$ cat src/rtl/vc_squash_drop_ctrl_if.sv
// Request/response control bundle for vc_squash_drop_ctrl. The master side is the
// environment (processor, memory and drop unit); the slave side is the controller.
interface vc_squash_drop_ctrl_if #(
    parameter int p_msg_nbits    = 1,
    parameter int p_max_inflight = 4
);
    localparam int c_cnt_nbits = $clog2(p_max_inflight + 1);

    logic                   squash;
    logic [p_msg_nbits-1:0] req_in_msg;
    logic                   req_in_val;
    logic                   req_in_rdy;
    logic [p_msg_nbits-1:0] req_out_msg;
    logic                   req_out_val;
    logic                   req_out_rdy;
    logic                   resp_go;
    logic                   drop;
    logic [c_cnt_nbits-1:0] inflight;
    logic                   err;

    modport master (
        output squash, req_in_msg, req_in_val, req_out_rdy, resp_go,
        input  req_in_rdy, req_out_msg, req_out_val, drop, inflight, err
    );

    modport slave (
        input  squash, req_in_msg, req_in_val, req_out_rdy, resp_go,
        output req_in_rdy, req_out_msg, req_out_val, drop, inflight, err
    );
endinterface

$ cat src/rtl/vc_squash_drop_ctrl.sv
// Tracks outstanding memory requests and, on a pipeline squash, tells the downstream
// drop unit how many in-flight responses to discard. Optional sticky underflow flag
// is built when VC_SQUASH_DROP_CTRL_ERR_EN is defined.
module vc_squash_drop_ctrl #(
    parameter int p_msg_nbits    = 1,
    parameter int p_max_inflight = 4
) (
    input  logic                  clk,
    input  logic                  reset,
    vc_squash_drop_ctrl_if.slave  ctrl
);
    localparam int c_cnt_nbits = $clog2(p_max_inflight + 1);

    localparam logic [c_cnt_nbits-1:0] c_cnt_one  = c_cnt_nbits'(1);
    localparam logic [c_cnt_nbits-1:0] c_cnt_zero = '0;
    localparam logic [c_cnt_nbits-1:0] c_cnt_max  = c_cnt_nbits'(p_max_inflight);

    logic [c_cnt_nbits-1:0] inflight_q;
    logic [c_cnt_nbits-1:0] inflight_n;
    logic [c_cnt_nbits-1:0] drop_cnt_q;
    logic [c_cnt_nbits-1:0] drop_cnt_n;
    logic [c_cnt_nbits-1:0] drop_load;
    logic                   full;
    logic                   req_go;
    logic                   resp_take;

    // Full comes from the registered count only, so a same-cycle response never unblocks.
    assign full = (inflight_q == c_cnt_max);

    assign ctrl.req_out_msg = ctrl.req_in_msg;
    assign ctrl.req_out_val = ctrl.req_in_val  && !full && !ctrl.squash;
    assign ctrl.req_in_rdy  = ctrl.req_out_rdy && !full && !ctrl.squash;

    assign req_go    = ctrl.req_out_val && ctrl.req_out_rdy;
    // A response with nothing outstanding is ignored by the counters so they cannot wrap.
    assign resp_take = ctrl.resp_go && (inflight_q != c_cnt_zero);

    always_comb begin
        inflight_n = inflight_q;
        if (req_go && !resp_take) begin
            inflight_n = inflight_q + c_cnt_one;
        end else if (resp_take && !req_go) begin
            inflight_n = inflight_q - c_cnt_one;
        end
    end

    // Squash snapshots what is still owed, less the response retiring this cycle.
    assign drop_load = resp_take ? (inflight_q - c_cnt_one) : inflight_q;

    always_comb begin
        drop_cnt_n = drop_cnt_q;
        if (ctrl.squash) begin
            drop_cnt_n = drop_load;
        end else if (ctrl.resp_go && (drop_cnt_q != c_cnt_zero)) begin
            drop_cnt_n = drop_cnt_q - c_cnt_one;
        end
    end

    always_ff @(posedge clk) begin
        if (!reset) begin
            inflight_q <= '0;
            drop_cnt_q <= '0;
        end else begin
            inflight_q <= inflight_n;
            drop_cnt_q <= drop_cnt_n;
        end
    end

    assign ctrl.inflight = inflight_q;
    assign ctrl.drop     = (drop_cnt_q != c_cnt_zero);

`ifdef VC_SQUASH_DROP_CTRL_ERR_EN
    logic err_q;

    always_ff @(posedge clk) begin
        if (!reset) begin
            err_q <= 1'b0;
        end else if (ctrl.resp_go && (inflight_q == c_cnt_zero)) begin
            err_q <= 1'b1;
        end
    end

    assign ctrl.err = err_q;
`else
    assign ctrl.err = 1'b0;
`endif

    a_drop_le_inflight : assert property (@(posedge clk) disable iff (!reset)
        drop_cnt_q <= inflight_q);

endmodule

$ cat src/flat_wrapper.sv
// flat-port wrapper written by rule: the top's interface ports become plain ports
module vc_squash_drop_ctrl_flat 
#(
    parameter int p_msg_nbits    = 1,
    parameter int p_max_inflight = 4
)
  (clk, reset, ctrl_squash, ctrl_req_in_msg, ctrl_req_in_val, ctrl_req_out_rdy, ctrl_resp_go, ctrl_req_in_rdy, ctrl_req_out_msg, ctrl_req_out_val, ctrl_drop, ctrl_inflight, ctrl_err);
  vc_squash_drop_ctrl_if #(.p_msg_nbits(p_msg_nbits), .p_max_inflight(p_max_inflight)) ctrl_i ();
  input  logic clk;
  input  logic reset;
  input wire logic [$bits(ctrl_i.squash)-1:0] ctrl_squash;
  input wire logic [$bits(ctrl_i.req_in_msg)-1:0] ctrl_req_in_msg;
  input wire logic [$bits(ctrl_i.req_in_val)-1:0] ctrl_req_in_val;
  input wire logic [$bits(ctrl_i.req_out_rdy)-1:0] ctrl_req_out_rdy;
  input wire logic [$bits(ctrl_i.resp_go)-1:0] ctrl_resp_go;
  output wire logic [$bits(ctrl_i.req_in_rdy)-1:0] ctrl_req_in_rdy;
  output wire logic [$bits(ctrl_i.req_out_msg)-1:0] ctrl_req_out_msg;
  output wire logic [$bits(ctrl_i.req_out_val)-1:0] ctrl_req_out_val;
  output wire logic [$bits(ctrl_i.drop)-1:0] ctrl_drop;
  output wire logic [$bits(ctrl_i.inflight)-1:0] ctrl_inflight;
  output wire logic [$bits(ctrl_i.err)-1:0] ctrl_err;
  assign ctrl_i.squash = ctrl_squash;
  assign ctrl_i.req_in_msg = ctrl_req_in_msg;
  assign ctrl_i.req_in_val = ctrl_req_in_val;
  assign ctrl_i.req_out_rdy = ctrl_req_out_rdy;
  assign ctrl_i.resp_go = ctrl_resp_go;
  assign ctrl_req_in_rdy = ctrl_i.req_in_rdy;
  assign ctrl_req_out_msg = ctrl_i.req_out_msg;
  assign ctrl_req_out_val = ctrl_i.req_out_val;
  assign ctrl_drop = ctrl_i.drop;
  assign ctrl_inflight = ctrl_i.inflight;
  assign ctrl_err = ctrl_i.err;
  vc_squash_drop_ctrl #(.p_msg_nbits(p_msg_nbits), .p_max_inflight(p_max_inflight)) u_core (.clk(clk), .reset(reset), .ctrl(ctrl_i));
endmodule
$ cat config.mk
export PLATFORM = sky130hd
export DESIGN_NAME = vc_squash_drop_ctrl_flat
export DESIGN_NICKNAME = d
export VERILOG_FILES = /design/src/rtl/vc_squash_drop_ctrl_if.sv /design/src/rtl/vc_squash_drop_ctrl.sv /design/src/flat_wrapper.sv
export SDC_FILE = /design/constraint.sdc
export NUM_CORES = 1
export LEC_CHECK = 0
export ABC_AREA = 1
export BUFFER_PORTS_ARGS = -buffer_cell sky130_fd_sc_hd__clkbuf_2
export CAP_MARGIN = 0
export CORE_MARGIN = 2
export CORE_UTILIZATION = 30
export CTS_CLUSTER_SIZE = 8
export DETAILED_ROUTE_END_ITERATION = 8
export PLACE_DENSITY_LB_ADDON = 0.1
export SLEW_MARGIN = 5
export SYNTH_ARGS = -nofsm -noshare
export SYNTH_HDL_FRONTEND = slang
export SYNTH_SLANG_ARGS = --single-unit
$ cat constraint.sdc
create_clock -name clk -period 5.1 [get_ports clk]
set_input_delay 0.765 -clock clk [delete_from_list [all_inputs] [get_ports clk]]
set_output_delay 0.765 -clock clk [all_outputs]
set_load 0.01 [all_outputs]
==> results.ini <==
[global_route]
grt_max_degree = 9
antenna_found_initial = 0
grt_pass1_vias = 455
grt_usage = 0.124
overflow = 0
grt_pass1_wl_um = 1830

[synthesis]
async_reset_ff_frac = 0
ys_seq_elements = 6
synth_top_flop_cell = dfxtp_1
yosys.area.top_type_share = 0.228
synth.cell_area_um2 = 527
synthDistinctLibCells = 18
synth_nets = 98
ys_warn_count = 0
syn_avg_cell_area_um2 = 6.20
synthCells = 85
synth-seq-area-share = 0.228
synth_area_leaders = dfxtp_1, nand2_1, ha_1
synth_edf_count = 0
yosysTopAreaCell = dfxtp_1

[finish]
antenna_cells = 0
drive_gt1_frac = 0.227
fin_area_um2 = 611
area_growth_pct = 15.9
ff_latch_area_um2 = 120
fillerInstances = 204
fin_util = 0.361
final_nets = 112
multi_input_area_um2 = 328
layout_commonest_cell = nand2_1
layout_common_cells = nand2_1, inv_1, clkbuf_2

[cts]
clkSinkCount = 6
cts_resized = 0
insertion_delay_ns = 0.25
cts_buffer_depth = 2
cts_max_level = 1
postCtsSetupBuffers = 0
cts_tree = yes
postCtsHoldBufs = 0
clkTransAtPathRegs_ns = 0.05
cts_root_buffer = clkbuf_4
cts_buffers = 3

[timing]
finalSetupViolCount = 0
rsz0062_at_grt = false
finalClockSkew_ns = 0.00386
fin_crit_ns = 2.18
period_share = 0.427
max_freq_ghz = 0.460
hold_viol = 0
finalMaxSlewViolations = 0
setup-tns-final_ns = 0

[power]
cellLeakagePower_nw = 0.354
totalPowerFinal_mw = 0.302
vdd_drop_max_v = 0.000194
p_per_area_nw_per_um2 = 494

[critical_path]
endpoint_kind = output pin
start_kind = register
worstRegToRegCells = 9
arrival_ns = 1.41
critPathKind = register to output pin
crit_path_max_fanout = 5
cp.required_ns = 4.34

[status]
outcome = completed

[place]
numPortBuffers = 11
hpwlAfterDp_um = 869
gp_congestion = 0.703
placed_cell_area_um2 = 588

[floorplan]
initial_core_util = 0.312
core-area_um2 = 1690
die_width_um = 45.9
dieArea_um2 = 2110
die_height_um = 45.9
ios = 15
placementRows = 15

[drt]
drtAntennaViolNets = 0
vias = 533
drtIter0Drc = 9
wire_per_inst_um = 9.34
drc = 0
via_per_inst = 4.68
dr.pass1.iters = 4
wl_um = 1070

[hold_path]
min_path_type = register to register
holdPathStages = 4

[run]
cap_violations = 0

## state kept, by name, summed over array words and instances, names as in the netlist
register / count
u_core.ctrl.inflight: 3
u_core.drop_cnt_q: 3
## path summary, 6_finish.rpt
| kind | start | endpoint | slack [ns] |
|---|---|---|---|
| worst max register to register | u_core.ctrl.inflight[0]$_SDFFE_PN0P_ | u_core.ctrl.inflight[2]$_SDFFE_PN0P_ | 3.27 |
| worst min-delay path | u_core.drop_cnt_q[1]$_SDFFE_PN0P_ | u_core.drop_cnt_q[1]$_SDFFE_PN0P_ | 0.58 |
| worst max-delay path | u_core.ctrl.inflight[0]$_SDFFE_PN0P_ | ctrl_req_out_val | 2.92 |
| worst min register to register | u_core.drop_cnt_q[1]$_SDFFE_PN0P_ | u_core.drop_cnt_q[1]$_SDFFE_PN0P_ | 0.58 |
## layer usage
layer  vias up  routed length (µm)  global-route usage
li1        286                   -                   -
met1       235                 472               0.146
met2         8                 524               0.200
met3         4                  49              0.0357
met4         0                  20              0.0686
met5         -                   0                   0
## final cells by class
cell class	count	share of cell area
clock buffers	3	0.0369
inverters	17	0.105
multi-input cells	60	0.537
flip-flops and latches	6	0.197
well taps	17	0.0348
repair buffers	11	0.0902
## cell usage after synthesis (2+ instances only)
| library cell | n |
|---|---|
| o21ai_0 | 2 |
| inv_1 | 14 |
| nor2_1 | 5 |
| buf_4 | 2 |
| inv_2 | 3 |
| nor3_1 | 2 |
| dfxtp_1 | 6 |
| ha_1 | 6 |
| nand2_1 | 23 |
| a21oi_1 | 5 |
| nand3_1 | 7 |
| nand2_2 | 4 |
## per-stage QoR
| stage | hold slack, ns | worst slack (ns) | std cells |
|---|---|---|---|
| after floorplan | 0.550 | 3.19 | 85 |
| after global routing | 0.620 | 2.76 | 114 |
| after CTS | 0.592 | 2.90 | 114 |
| after detailed placement | 0.584 | 3.11 | 111 |
| after global placement | 0.584 | 3.12 | 111 |
| final | 0.580 | 2.92 | 114 |
## critical path, cell delays in order (launching register included)
cell and delay [ns]:
dfxtp_1 0.37, inv_1 0.11, ha_1 0.27, nand2_1 0.08
inv_1 0.06, nor3_1 0.12, clkbuf_2 0.15
## power by group
part | internal (mW) | total, mW | switching [mW]
clock | 0.0268 | 0.0459 | 0.0192
sequential | 0.0622 | 0.0757 | 0.0136
combinational | 0.0708 | 0.180 | 0.109
total | 0.160 | 0.302 | 0.142
## logic make-up (layout without fill, tap and decap cells)
kind of cell	after synthesis	after routing	share of synthesized area
flip-flops	6	6	0.228
buffers and inverters	19	31	0.150
adder cells (fa/ha/maj)	6	6	0.143
AND/OR/NAND/NOR	42	42	0.344
XOR/XNOR	1	1	0.0166
AO/OA/AOI/OAI	10	10	0.112
other	1	1	0.00712
(Power assumes the default switching activity.)
